==> config.mk <==
export PLATFORM = sky130hd
export DESIGN_NAME = serial_frame_tx
export DESIGN_NICKNAME = d
export VERILOG_FILES = /design/src/rtl/serial_frame_tx.sv
export SDC_FILE = /design/constraint.sdc
export NUM_CORES = 1
export LEC_CHECK = 0
export CAP_MARGIN = 30
export CORE_ASPECT_RATIO = 1.4
export CORE_MARGIN = 3
export CORE_UTILIZATION = 52
export CTS_CLUSTER_DIAMETER = 150
export DETAILED_ROUTE_END_ITERATION = 12
export PLACE_DENSITY = 0.78
export SETUP_SLACK_MARGIN = 0.15
export SYNTH_ARGS = -nofsm -noshare
export SYNTH_HDL_FRONTEND = slang
export SYNTH_SLANG_ARGS = --single-unit
==> constraint.sdc <==
create_clock -name clk -period 2.3 [get_ports clk]
set_clock_uncertainty 0.1 [all_clocks]
set_input_delay 0.23 -clock clk [delete_from_list [all_inputs] [get_ports clk]]
set_output_delay 0.23 -clock clk [all_outputs]
set_load 0.01 [all_outputs]
==> src/rtl/serial_frame_tx.sv <==
// serial_frame_tx: loads a header/payload pair and shifts it out MSB first on
// ser_out, framed by one start bit (0) and GAP idle-high bits.
// Optional build macro SERIAL_FRAME_TX_BUF_EN adds a one-entry holding buffer
// so a second frame can be accepted while one is on the line and sent with no
// extra idle cycle. With the macro undefined the block accepts only in IDLE.
//
// state   | meaning
// --------+--------------------------------------------------------------
// S_IDLE  | line idle high, waiting for a frame (no buffered frame exists)
// S_START | start bit (0) on the line
// S_HDR   | header bits, MSB first, HDR_W cycles
// S_PAY   | payload bits, MSB first, PAY_W cycles
// S_GAP   | idle-high guard bits, GAP cycles; frame_done in the last one
module serial_frame_tx #(
   parameter int HDR_W = 8,
   parameter int PAY_W = 7,
   parameter int GAP   = 1
) (
   input  logic             clk,
   input  logic             rst,
   input  logic             in_valid,
   output logic             in_ready,
   input  logic [HDR_W-1:0] hdr,
   input  logic [PAY_W-1:0] pay,
   output logic             ser_out,
   output logic             busy,
   output logic             frame_done
);

   localparam int MAX_HP = (HDR_W > PAY_W) ? HDR_W : PAY_W;
   localparam int MAX_W  = (MAX_HP > GAP) ? MAX_HP : GAP;
   localparam int CW     = $clog2(MAX_W) + 1;
   localparam int SW     = HDR_W + PAY_W;

   localparam logic [CW-1:0] CNT_ONE = CW'(1);
   localparam logic [CW-1:0] CNT_HDR = CW'(HDR_W);
   localparam logic [CW-1:0] CNT_PAY = CW'(PAY_W);
   localparam logic [CW-1:0] CNT_GAP = CW'(GAP);

   localparam logic [2:0] S_IDLE  = 3'd0;
   localparam logic [2:0] S_START = 3'd1;
   localparam logic [2:0] S_HDR   = 3'd2;
   localparam logic [2:0] S_PAY   = 3'd3;
   localparam logic [2:0] S_GAP   = 3'd4;

   logic [2:0]    state_q, state_d;
   logic [CW-1:0] cnt_q, cnt_d;
   logic [SW-1:0] sh_q, sh_d;
   logic          ser_q, ser_d;
   logic          busy_q, busy_d;
   logic          done_q, done_d;
   logic          ready_q, ready_d;
   logic          xfer;
   logic          tc;
   logic          load_in;
`ifdef SERIAL_FRAME_TX_BUF_EN
   logic [SW-1:0] buf_q, buf_d;
   logic          bufv_q, bufv_d;
   logic          load_buf;
   logic          buf_wr;
`endif

   assign xfer = in_valid & ready_q;
   assign tc   = (cnt_q == CNT_ONE);

   assign in_ready   = ready_q;
   assign ser_out    = ser_q;
   assign busy       = busy_q;
   assign frame_done = done_q;

   // Sequencing: state transitions and per-field down-counter reloads.
   always_comb begin
      state_d = state_q;
      cnt_d   = cnt_q - CNT_ONE;
      load_in = 1'b0;
`ifdef SERIAL_FRAME_TX_BUF_EN
      load_buf = 1'b0;
`endif
      case (state_q)
         S_IDLE: begin
            cnt_d = '0;
            if (xfer) begin
               state_d = S_START;
               cnt_d   = CNT_ONE;
               load_in = 1'b1;
            end
         end
         S_START: begin
            state_d = S_HDR;
            cnt_d   = CNT_HDR;
         end
         S_HDR: begin
            if (tc) begin
               state_d = S_PAY;
               cnt_d   = CNT_PAY;
            end
         end
         S_PAY: begin
            if (tc) begin
               state_d = S_GAP;
               cnt_d   = CNT_GAP;
            end
         end
         S_GAP: begin
            if (tc) begin
`ifdef SERIAL_FRAME_TX_BUF_EN
               if (bufv_q) begin
                  state_d  = S_START;
                  cnt_d    = CNT_ONE;
                  load_buf = 1'b1;
               end else if (xfer) begin
                  state_d = S_START;
                  cnt_d   = CNT_ONE;
                  load_in = 1'b1;
               end else begin
                  state_d = S_IDLE;
                  cnt_d   = '0;
               end
`else
               if (xfer) begin
                  state_d = S_START;
                  cnt_d   = CNT_ONE;
                  load_in = 1'b1;
               end else begin
                  state_d = S_IDLE;
                  cnt_d   = '0;
               end
`endif
            end
         end
         default: begin
            state_d = S_IDLE;
            cnt_d   = '0;
         end
      endcase
   end

`ifdef SERIAL_FRAME_TX_BUF_EN
   // Holding buffer: an accepted frame that cannot go straight to the shifter
   // parks here; it may be refilled in the same cycle it is consumed.
   always_comb begin
      buf_wr = xfer & ~load_in;
      bufv_d = buf_wr | (bufv_q & ~load_buf);
      buf_d  = buf_wr ? {hdr, pay} : buf_q;
   end
`endif

   // Shift register: capture on frame start, shift once per data bit sent.
   always_comb begin
      sh_d = sh_q;
      if (load_in) begin
         sh_d = {hdr, pay};
`ifdef SERIAL_FRAME_TX_BUF_EN
      end else if (load_buf) begin
         sh_d = buf_q;
`endif
      end else if ((state_d == S_HDR) || (state_d == S_PAY)) begin
         sh_d = {sh_q[SW-2:0], 1'b0};
      end
   end

   // Output decode from the next state so every output comes from a flop.
   always_comb begin
      ser_d = 1'b1;
      if (state_d == S_START) begin
         ser_d = 1'b0;
      end else if ((state_d == S_HDR) || (state_d == S_PAY)) begin
         ser_d = sh_q[SW-1];
      end
      busy_d = (state_d != S_IDLE);
      done_d = (state_d == S_GAP) && (cnt_d == CNT_ONE);
`ifdef SERIAL_FRAME_TX_BUF_EN
      // Open up in the last GAP cycle too: the buffer empties at that edge.
      ready_d = ~bufv_d | ((state_d == S_GAP) && (cnt_d == CNT_ONE));
`else
      ready_d = (state_d == S_IDLE);
`endif
   end

   // State and output registers; reset drives the line idle high at once.
   always_ff @(posedge clk or posedge rst) begin
      if (rst) begin
         state_q <= S_IDLE;
         cnt_q   <= '0;
         sh_q    <= '0;
         ser_q   <= 1'b1;
         busy_q  <= 1'b0;
         done_q  <= 1'b0;
         ready_q <= 1'b0;
      end else begin
         state_q <= state_d;
         cnt_q   <= cnt_d;
         sh_q    <= sh_d;
         ser_q   <= ser_d;
         busy_q  <= busy_d;
         done_q  <= done_d;
         ready_q <= ready_d;
      end
   end

`ifdef SERIAL_FRAME_TX_BUF_EN
   // Buffer registers; a reset discards any pending frame.
   always_ff @(posedge clk or posedge rst) begin
      if (rst) begin
         buf_q  <= '0;
         bufv_q <= 1'b0;
      end else begin
         buf_q  <= buf_d;
         bufv_q <= bufv_d;
      end
   end
`endif

endmodule

# Word-level counts from Yosys, hierarchy flattened
# Cells that the tools add are included.
[word_totals] reg_bits=26 input_bits=18 out_inout_bits=4 wordCells=43
[op_classes] addsub=1 n_eq_ne=10 n_mux=18 bitwise_logic=1 reduce_logical=6
[ops] op="two-way mux 15 bit" n=2
[ops] op="one-hot mux 4 bit (5 select lines)" n=1
[ops] op="one-hot mux 3 bit (5 select lines)" n=1
[ops] op="equality test 3 x 2 -> 1 bit, second input constant" n=4
[ops] op="two-way mux 3 bit" n=4
[ops] op="two-way mux 4 bit" n=3
[ops] op="equality test 4 x 1 -> 1 bit, second input constant" n=2
[ops] op="equality test 3 x 1 -> 1 bit, second input constant" n=2
[ops] op="equality test 3 bit, second input constant" n=2
[ops] op="logical NOT 3 bit" n=2
[ops] op="two-way mux 1 bit" n=6
[ops] op="subtractor 4 x 1 -> 4 bit, second input constant" n=1
[ops] op="nonzero test 3 bit" n=1
[ops] op="one-hot mux 1 bit (2 select lines)" n=1
[ops] op="nonzero test 2 bit" n=1
[ops] op="AND 1 bit" n=1
[ops] op="logical AND 1 bit" n=1
[ops] op="logical OR 1 bit" n=1

# Depth between registers and ports, before layout
# Gate-level depths: netlist of run 1.
[depth] depth_word=8 mapped_depth=8 mapped_depth_nobuf=6

# Worst setup path before layout of run 1
# OpenSTA, ideal clock, no wires.
[synth_timing] path_type="flip-flop to flip-flop" startpoint="reg cnt_q[1]" endpoint="reg sh_q[6]" setup_time_ns=0.125 t_arrival_ns=1.879 t_required_ns=2.075 setup_slack_ns=0.196 path_stages_with_launch=8 n_path_buf=1 synth_period_minus_slack_ns=2.104 path_cell_list="dfrtp_1 inv_1 ha_1 or3b_4 a21boi_4 buf_6 mux2_2 mux2_2"
[synth_via] elab_chain_len=6 word_cells_on_any_way=12 classes_between="eq/ne: 3; mux: 7; reduce/logical: 2"
[synth_lines] item="start: declaration" line="47" rtl="logic [CW-1:0] cnt_q, cnt_d;"
[synth_lines] item="start signal: assignment" line="192" rtl="cnt_q <= cnt_d;"
[synth_lines] item="equality test 4 x 1 -> 1 bit (*)" line="64" rtl="assign tc = (cnt_q == CNT_ONE);"
[synth_lines] item="two-way mux 3 bit (on tied branches)" line="105, 93, 99"
[synth_lines] item="one-hot mux 3 bit (5 select lines)" line="79" rtl="case (state_q)"
[synth_lines] item="equality test 3 x 2 -> 1 bit" line="157" rtl="end else if ((state_d == S_HDR) || (state_d == S_PAY)) begin"
[synth_lines] item="logical OR 1 bit" line="157"
[synth_lines] item="nonzero test 2 bit (no source line)"
[synth_lines] item="end signal: assignment" line="185" rtl="sh_q <= '0;"
[synth_lines] item="end signal: assignment" line="193" rtl="sh_q <= sh_d;"
[synth_lines] item="end: declaration" line="48" rtl="logic [SW-1:0] sh_q, sh_d;"
# Mark *: on every way between the ends. The rest lies on a longest branch, timed or not.
# A chain may end at the register's enable or synchronous reset.

# Final worst setup path of run 1
[layout_timing] startpoint="reg cnt_q[1]" endpoint="reg sh_q[12]"
# Same word-level chain as after synthesis.

==> qor.yml, run 1 <==
final_layout:
  seq_area_sq_um: 652
  num-fill-cells: 167
  drive_gt1_share_pct: 33.8
  diodes: 0
  multi_input_comb_area_sq_um: 698
  final_nets: 163
  syn2layout_area_growth_pct: 33.9
clock_network:
  worstSkewPairLatency_ns: 0.32
  cts_tree: "done"
  numClockSinks: 26
  htree_levels: 1
  clkTransAtPathRegs_ns: 0.15
  clk_path_buf_depth: 2
  cts_made_buffers: 3
  cts_root_buffer: "clkbuf_4"
  ctsHoldBuffers: 0
placement:
  place_ws_ns: 0.0330
  dp_hpwl_um: 1870
  portBuffers: 21
  place_congestion: 0.941
yosys:
  synthTopCellsByCount: "dfrtp_1 (25), mux2_2 (12), nand2_1 (9), mux2_4 (6), o21ai_0 (6)"
  ys.flop_type: "dfrtp_1"
  synth_fa_ha_area_share_pct: 1.84
  synthSimpleGateAreaFrac_pct: 13.9
  yosys.area.top_type_share_pct: 45.9
  syn_area_sq_um: 1360
  synth_area_leaders: "dfrtp_1 (46%), mux2_2 (9.9%), mux2_4 (6.6%)"
  yosysWarnings: 0
  synth-seq-cells: 26
  yosysMostFrequentCell: "dfrtp_1"
  synth_xor_area_share_pct: 1.29
  ys_async_sr_fraction_pct: 100
  yosys.area.top_type: "dfrtp_1"
  ys_types: 34
  avgSynthCellArea_sq_um: 12.4
  syn-instance-count: 110
  synth_compound_area_share_pct: 10.9
  synth_mux_area_share_pct: 18.9
  synth_top_family_by_area: "multiplexers"
  synth_edf_count: 0
  seq_area_frac_synth_pct: 47.8
  syn_nets: 130
die:
  start_util_pct: 55.8
  fp.dieH_um: 66.6
  dieArea_sq_um: 3280
  ios: 22
  die_w_um: 49.3
  fp.coreArea_sq_um: 2440
  rows: 21
grt:
  use_met2_pct: 33.2
  top_usage_layer: "met2"
  grt_pass1_wl_um: 4490
  grt_pass1_vias: 1005
  antenna_found_initial: 0
  grt_max_degree: 27
  grt_use_met3_pct: 1.79
  grt_usage_pct: 17.6
  met1_usage_pct: 20.1
  grt-ovfl-total: 0
power:
  comb_power_share_pct: 48.2
  p_per_area_nw_per_um2: 1110
  switchingPower_mw: 0.668
  leakagePower_nw: 0.815
  vdd.ir_drop.worst_mv: 0.698
  power_mw: 2.02
  switching_share_pct: 33.1
  clockPowerShare_pct: 15.6
  p_seq_share_pct: 36.3
  p_int_mw: 1.35
setup_path:
  cp.arrival_ns: 2.31
  critical_path.max_fanout: 5
  cpPeakStageDelay_ns: 0.41
  critPathMostFrequentCell: "mux2_4"
  reg2reg_slack_ns: 0.12
  timing.rr.end: "sh_q[12]$_DFFE_PP0P_"
  cp_slowest_cell: "dfrtp_1"
  path_class: "reg -> reg"
  cp-start-kind: "register"
  worstPathRequired_ns: 2.43
  regToRegStartpoint: "cnt_q[1]$_DFF_PP0_"
  cp_cell_sequence: "inv_2 > ha_4 > or3b_4 > a21boi_4 > buf_6 > buf_12 > mux2_4 > mux2_4"
  endpoint_kind: "register"
  r2r_cells: 8
detailed_routing:
  routed_wl_um: 2740
  route.detailed.wl_per_inst_um: 15.6
  antenna_left: 0
  avgViaCountPerCell: 5.49
  drtPass1Iterations: 4
  vias: 966
  detail_route.iter0.violations: 28
  drc: 0
sta:
  relSlewSlack_pct: 71.2
  period_minus_slack_ns: 2.18
  final-setup-viol-count: 0
  slew_violations: 0
  tightestPinTransition_ns: 0.430
  rsz0062_at_grt: "yes"
  layout_setup_ws_ns: 0.120
  clock.fmax_mhz: 459
  fin_crit_sh_pct: 94.8
  fin_setup_tns_ns: 0
  hold_viol: 0
outcome:
  status: "finished, final reports clean"
min_path:
  hold_class: "in -> async"
job:
  drv_cap: 0
==> per-stage QoR <==
stage               cells  utilization [%]  instance area, sq um  hold WS (ns)
global route          176             74.7                  1820         0.132
detailed placement    165             66.8                  1630         0.362
CTS                   175             74.0                  1810         0.136
finish                176             74.7                  1820         0.131
global placement      165             66.8                  1630         0.358
floorplan             110                -                  1360         0.169
==> routing by layer <==
| layer | up-vias | routed length, um | part of all wire, % |
|---|---|---|---|
| met4 | 0 | 53 | 1.9 |
| met1 | 476 | 1090 | 40 |
| met3 | 8 | 115 | 4.2 |
| met2 | 30 | 1490 | 54 |
| li1 | 452 | - | - |
| met5 | - | 0 | 0 |
==> timing repair <==
action	in CTS	in global routing
gates resized for setup	17	2
endpoints found under the setup margin	10	12
buffers inserted	5	1
pin swaps	2	0
gates cloned	1	0
==> cell families after synthesis <==
family / after synthesis
adder cells (fa/ha/maj): 2
buffers and inverters: 11
multiplexers: 21
flip-flops: 26
AND/OR/NAND/NOR: 30
XOR/XNOR: 2
AO/OA/AOI/OAI: 18
==> registers in the layout, summed over array words and instances, names as in the netlist <==
name,count
in_ready,1
frame_done,1
sh_q,15
ser_out,1
cnt_q,4
state_q,3
busy,1
==> worst max-delay path, delay by kind of cell, from the launching register on <==
kind | cells | cell delay, ns
mux | 2 | 0.56
flops | 1 | 0.41
simple gates | 1 | 0.41
compound gates | 1 | 0.18
fa+ha+maj | 1 | 0.13
buf+inv | 3 | 0.31
==> worst max path at each step <==
stage,from,cells past startpoint,endpoint,slack (ns)
floorplan,cnt_q[1]$_DFF_PP0_,7,sh_q[6]$_DFFE_PP0P_,0.20
global placement,cnt_q[1]$_DFF_PP0_,7,sh_q[6]$_DFFE_PP0P_,0.13
detailed placement,cnt_q[1]$_DFF_PP0_,7,sh_q[6]$_DFFE_PP0P_,0.03
CTS,cnt_q[1]$_DFF_PP0_,8,sh_q[6]$_DFFE_PP0P_,0.11
global route,cnt_q[1]$_DFF_PP0_,8,sh_q[5]$_DFFE_PP0P_,0.05
finish,cnt_q[1]$_DFF_PP0_,8,sh_q[12]$_DFFE_PP0P_,0.12
==> cells in the final DEF (no fill, tap or decap), types with 2 or more instances in the layout <==
master / Yosys / routed
buf_4: 2 / 8
dfrtp_1: 25 / 25
nor2_1: 4 / 4
mux2_2: 12 / 3
mux2_4: 6 / 16
nand2b_1: 2 / 2
and4bb_2: 2 / 2
inv_1: 5 / 4
xnor2_1: 2 / 2
buf_6: 3 / 2
nand2_1: 9 / 9
clkdlybuf4s50_1: 0 / 21
nor3b_1: 4 / 3
a221o_1: 4 / 4
clkbuf_4: 0 / 3
buf_12: 0 / 2
a21oi_1: 3 / 3
o21ai_0: 6 / 5
==> power by group through the flow <==
stage / clock network [mW] / registers [mW] / logic [mW]
after floorplan: 0 / 0.694 / 0.653
after global placement: 0 / 0.717 / 0.806
after detailed placement: 0 / 0.730 / 0.828
after CTS: 0.320 / 0.726 / 0.943
after global routing: 0.338 / 0.746 / 1.06
final: 0.314 / 0.732 / 0.972
==> layout make-up <==
class | count | share of cell area (%)
repair buffers | 34 | 19.8
clock inverters | 1 | 1.65
clock buffers | 3 | 1.23
well taps | 34 | 2.33
multi-input cells | 73 | 38.3
flip-flops and latches | 26 | 35.7
inverters | 5 | 1.03
Note: power is estimated with default switching activity, not from simulation.
==> inputs of run 2 (changes only) <==
CAP_MARGIN = default   (was 30)
CORE_UTILIZATION = 56   (was 52)
PLACE_DENSITY = 0.83   (was 0.78)
SLEW_MARGIN = 20   (was default)
clock period = 2.6 ns   (was 2.3 ns; I/O delays follow)
==> run 2 against run 1 <==
Compared with the run above: via count is 6.5% lower; cell count is 13% lower; sequential power is 13% lower; clock power is 36% lower; worst hold slack better by 0.031 ns; largest power group unchanged.
==> qor.yml, run 2 (synthesized netlist as in run 1, its figures left out) <==
final_layout:
  largest_register_ffs: 15
  final_cell_mix: "dfrtp_1 (25), clkdlybuf4s50_1 (21), mux2_2 (12)"
  top_register: "sh_q"
  layout_commonest_cell: "dfrtp_1"
  final_nets: 153
  num-fill-cells: 160
  syn2layout_area_growth_pct: 17.8
  top_regs: "sh_q (15), cnt_q (4), state_q (3)"
  drive_gt1_share_pct: 25.0
  fin_cells: 154
  diodes: 0
detailed_routing:
  route.detailed.wl_per_inst_um: 15.7
  highest_layer: "met4"
  antenna_left: 0
  drtPass1Iterations: 4
  avgViaCountPerCell: 5.86
  drc: 0
  wl_met3_um: 57
  met2_length_um: 1320
  wl_met1_um: 956
  routed_wl_um: 2410
  vias: 903
  detail_route.iter0.violations: 28
clock_network:
  cts_made_buffers: 3
  clkTransAtPathRegs_ns: 0.13
  ctsHoldBuffers: 0
  htree_levels: 1
  cts_tree: "done"
  post_cts_resized: 0
  worstSkewPairLatency_ns: 0.32
  clk_path_buf_depth: 2
  cts_root_buffer: "clkbuf_4"
  post_cts_buffers: 0
  numClockSinks: 26
sta:
  relSlewSlack_pct: 64.4
  slew_violations: 0
  worst_hold_slack_ns: 0.162
  fin_crit_sh_pct: 90.2
  fin_setup_tns_ns: 0
  rsz0062_at_grt: "no"
  hold_viol: 0
  tightestPinTransition_ns: 0.533
  period_minus_slack_ns: 2.34
  clock.fmax_mhz: 427
  final-setup-viol-count: 0
die:
  die_w_um: 47.7
  start_util_pct: 60.5
  rows: 20
  fp.coreArea_sq_um: 2250
  fp.dieH_um: 64.4
  ios: 22
  dieArea_sq_um: 3070
setup_path:
  path_delay_family: "multiplexers"
  critical_path.max_fanout: 12
  r2r_cells: 6
  endpoint_kind: "register"
  cp-start-kind: "register"
  cp.buffers_inverters: 1
  cp_slowest_cell: "or3b_4"
  cp.arrival_ns: 2.46
  cpPeakStageDelay_ns: 0.43
  worstPathRequired_ns: 2.72
  cp_cell_sequence: "inv_1 > ha_1 > or3b_4 > a21boi_4 > mux2_2 > mux2_2"
  crit_cells: 6
  critPathMostFrequentCell: "mux2_2"
  path_class: "reg -> reg"
power:
  power_mw: 1.52
  vdd.ir_drop.worst_mv: 0.527
  leakagePower_nw: 0.723
  p_per_area_nw_per_um2: 947
job:
  drv_cap: 0
grt:
  grt-ovfl-total: 0
  grt_pass1_vias: 1010
  grt_usage_pct: 19.3
  antenna_found_initial: 0
  grt_pass1_wl_um: 4300
  grt_max_degree: 27
placement:
  place_congestion: 0.944
  portBuffers: 21
  placed_cells: 150
  dp_hpwl_um: 1790
min_path:
  hold_class: "in -> async"
outcome:
  status: "finished, final reports clean"
==> run 2: cell count changes in the layout (fill, tap and decap cells not counted), moves of 2 or more <==
| cell | before | now |
|---|---|---|
| mux2_4 | 16 | 6 |
| buf_6 | 2 | 0 |
| mux2_2 | 3 | 12 |
| buf_12 | 2 | 0 |
| buf_4 | 8 | 3 |
==> run 2: routing by layer <==
metal / up-vias / track usage [%]
li1: 436 / -
met1: 440 / 21.7
met2: 19 / 32.1
met3: 8 / 3.38
met4: 0 / 10.8
met5: - / 0
==> run 2: worst paths after layout <==
path,start,endpoint,slack [ns]
min in group clk,sh_q[14]$_DFFE_PP0P_,ser_out$_DFF_PP1_,0.39
min,rst,frame_done$_DFF_PP0_,0.16
max in group asynchronous,rst,ser_out$_DFF_PP1_,1.94
max reg2reg,cnt_q[1]$_DFF_PP0_,sh_q[7]$_DFFE_PP0P_,0.26
min reg2reg,sh_q[14]$_DFFE_PP0P_,ser_out$_DFF_PP1_,0.39
max,cnt_q[1]$_DFF_PP0_,sh_q[7]$_DFFE_PP0P_,0.26
==> run 2: worst register-to-register path, cell delays in order (launching register included) <==
cell	delay (ns)
dfrtp_1	0.40
inv_1	0.08
ha_1	0.20
or3b_4	0.43
a21boi_4	0.38
mux2_2	0.38
mux2_2	0.26
==> run 2: cell type report <==
class,count,area [sq um],area share [%]
flip-flops and latches,26,652,40.6
repair buffers,24,233,14.5
well taps,22,27.5,1.71
clock buffers,4,36.3,2.26
inverters,5,18.8,1.17
multi-input cells,73,638,39.8
==> run 2: power by group <==
part | internal [mW] | total, mW | switching, mW
logic | 0.374 | 0.680 | 0.306
clock network | 0.0857 | 0.201 | 0.116
registers | 0.538 | 0.640 | 0.102
==> run 2: through the flow <==
stage / util, % / instance area (sq um) / worst slack [ns]
after floorplan: - / 1360 / 0.496
after global placement: 69.7 / 1570 / 0.342
after detailed placement: 69.7 / 1570 / 0.262
after CTS: 71.3 / 1610 / 0.253
after global routing: 71.3 / 1610 / 0.159
final: 71.3 / 1610 / 0.256
==> inputs of run 3 (changes only) <==
CORE_UTILIZATION = 30   (was 56)
PLACE_DENSITY = default   (was 0.83)
==> run 3 against run 2 <==
Compared with the run above: maximum frequency is 1.2% higher; critical path depth unchanged; utilization decreased by 33 points; highest routed layer unchanged.
==> qor.yml, run 3 (synthesized netlist as in run 1, its figures left out) <==
clock_network:
  clk_path_buf_depth: 2
  clkTransAtPathRegs_ns: 0.09
  numClockSinks: 26
  cts_tree: "done"
  post_cts_resized: 0
  cts_root_buffer: "clkbuf_8"
  htree_levels: 1
  post_cts_buffers: 0
  ctsHoldBuffers: 0
  cts_made_buffers: 3
  worstSkewPairLatency_ns: 0.27
grt:
  grt_max_degree: 27
  grt-ovfl-total: 0
  grt_pass1_vias: 922
  grt_pass1_wl_um: 4340
  antenna_found_initial: 0
  grt_usage_pct: 10.1
sta:
  tightestPinTransition_ns: 0.528
  slew_violations: 0
  fin_setup_tns_ns: 0
  hold_viol: 0
  fin_crit_sh_pct: 89.1
  period_minus_slack_ns: 2.32
  clock.fmax_mhz: 432
  final-setup-viol-count: 0
  rsz0062_at_grt: "no"
  relSlewSlack_pct: 64.7
final_layout:
  top_regs: "sh_q (15), cnt_q (4), state_q (3)"
  final_nets: 153
  utilization_pct: 38.6
  fin_area_sq_um: 1660
  num-fill-cells: 434
  top_register: "sh_q"
  fin_cells: 192
  syn2layout_area_growth_pct: 21.9
  drive_gt1_share_pct: 24.2
  diodes: 0
  final_cell_mix: "dfrtp_1 (25), clkdlybuf4s50_1 (21), mux2_2 (12)"
  largest_register_ffs: 15
  layout_commonest_cell: "dfrtp_1"
setup_path:
  critical_path.max_fanout: 12
  path_class: "reg -> reg"
  cp.arrival_ns: 2.37
  endpoint_kind: "register"
  cp-start-kind: "register"
  worstPathRequired_ns: 2.65
detailed_routing:
  drc: 0
  vias: 886
  drtPass1Iterations: 4
  avgViaCountPerCell: 4.61
  routed_wl_um: 2590
  antenna_left: 0
  detail_route.iter0.violations: 25
  route.detailed.wl_per_inst_um: 13.5
min_path:
  hold_class: "in -> async"
placement:
  placed_cells: 188
  portBuffers: 21
  place_congestion: 0.900
  place_area_sq_um: 1620
  dp_hpwl_um: 1950
die:
  die_w_um: 63.0
  ios: 22
  rows: 28
  start_util_pct: 31.6
  dieArea_sq_um: 5400
  fp.dieH_um: 85.7
  fp.coreArea_sq_um: 4310
power:
  switchingPower_mw: 0.527
  p_seq_share_pct: 41.4
  clockPowerShare_pct: 14.9
  leakagePower_nw: 0.724
  comb_power_share_pct: 43.7
  p_per_area_nw_per_um2: 933
  vdd.ir_drop.worst_mv: 0.255
  switching_share_pct: 34.0
  p_int_mw: 1.02
job:
  drv_cap: 0
outcome:
  status: "finished, final reports clean"
[run 3: cell types whose count changed in the layout (fill, tap and decap cells not counted)]
cell	before	now
clkbuf_8	1	3
clkbuf_1	0	1
clkbuf_4	3	0
[run 3: power by group through the flow]
stage	Sequential, mW	Clock (mW)	Combinational, mW
2_1_floorplan	0.614	0	0.578
3_3_place_gp	0.645	0	0.666
3_5_place_dp	0.651	0	0.682
4_1_cts	0.643	0.240	0.687
5_1_grt	0.659	0.251	0.747
6_report	0.641	0.231	0.677
[run 3: metrics by stage]
| stage | setup slack [ns] | hold WS [ns] | power (mW) |
|---|---|---|---|
| 2_1_floorplan | 0.496 | 0.199 | 1.19 |
| 3_3_place_gp | 0.338 | 0.359 | 1.31 |
| 3_5_place_dp | 0.280 | 0.365 | 1.33 |
| 4_1_cts | 0.263 | 0.251 | 1.57 |
| 5_1_grt | 0.199 | 0.264 | 1.66 |
| 6_report | 0.283 | 0.234 | 1.55 |
[run 3: final timing paths]
| path | from | to | slack, ns | cells after the start |
|---|---|---|---|---|
| setup reg to reg | cnt_q[1]$_DFF_PP0_ | sh_q[13]$_DFFE_PP0P_ | 0.28 | 6 |
| min in group clk | sh_q[14]$_DFFE_PP0P_ | ser_out$_DFF_PP1_ | 0.38 | 2 |
| max in group asynchronous | rst | ser_out$_DFF_PP1_ | 1.86 | 3 |
| setup / recovery | cnt_q[1]$_DFF_PP0_ | sh_q[13]$_DFFE_PP0P_ | 0.28 | 6 |
| hold / removal | rst | cnt_q[3]$_DFF_PP0_ | 0.23 | 3 |
| hold reg to reg | sh_q[14]$_DFFE_PP0P_ | ser_out$_DFF_PP1_ | 0.38 | 2 |
[run 3: worst max-delay path: stages, from the launching register on]
cell and delay, ns:
dfrtp_1 0.39, inv_1 0.08, ha_1 0.19, or3b_4 0.43, a21boi_4 0.38, mux2_2 0.38
mux2_4 0.25
[run 3: layout make-up]
class,instances,area [sq um],share of cell area (%)
clock buffer,4,45.0,2.71
tap,60,75.1,4.52
multi-input combinational,73,638,38.4
sequential,26,652,39.2
timing repair buffer,24,233,14.0
inverter,5,18.8,1.13
[run 3: layer usage]
metal	wire length, um	share of wire (%)	track usage [%]
met5	0	0	0
met1	1100	43	12.1
met4	40	1.5	5.42
met3	62	2.4	1.05
met2	1380	53	17.8
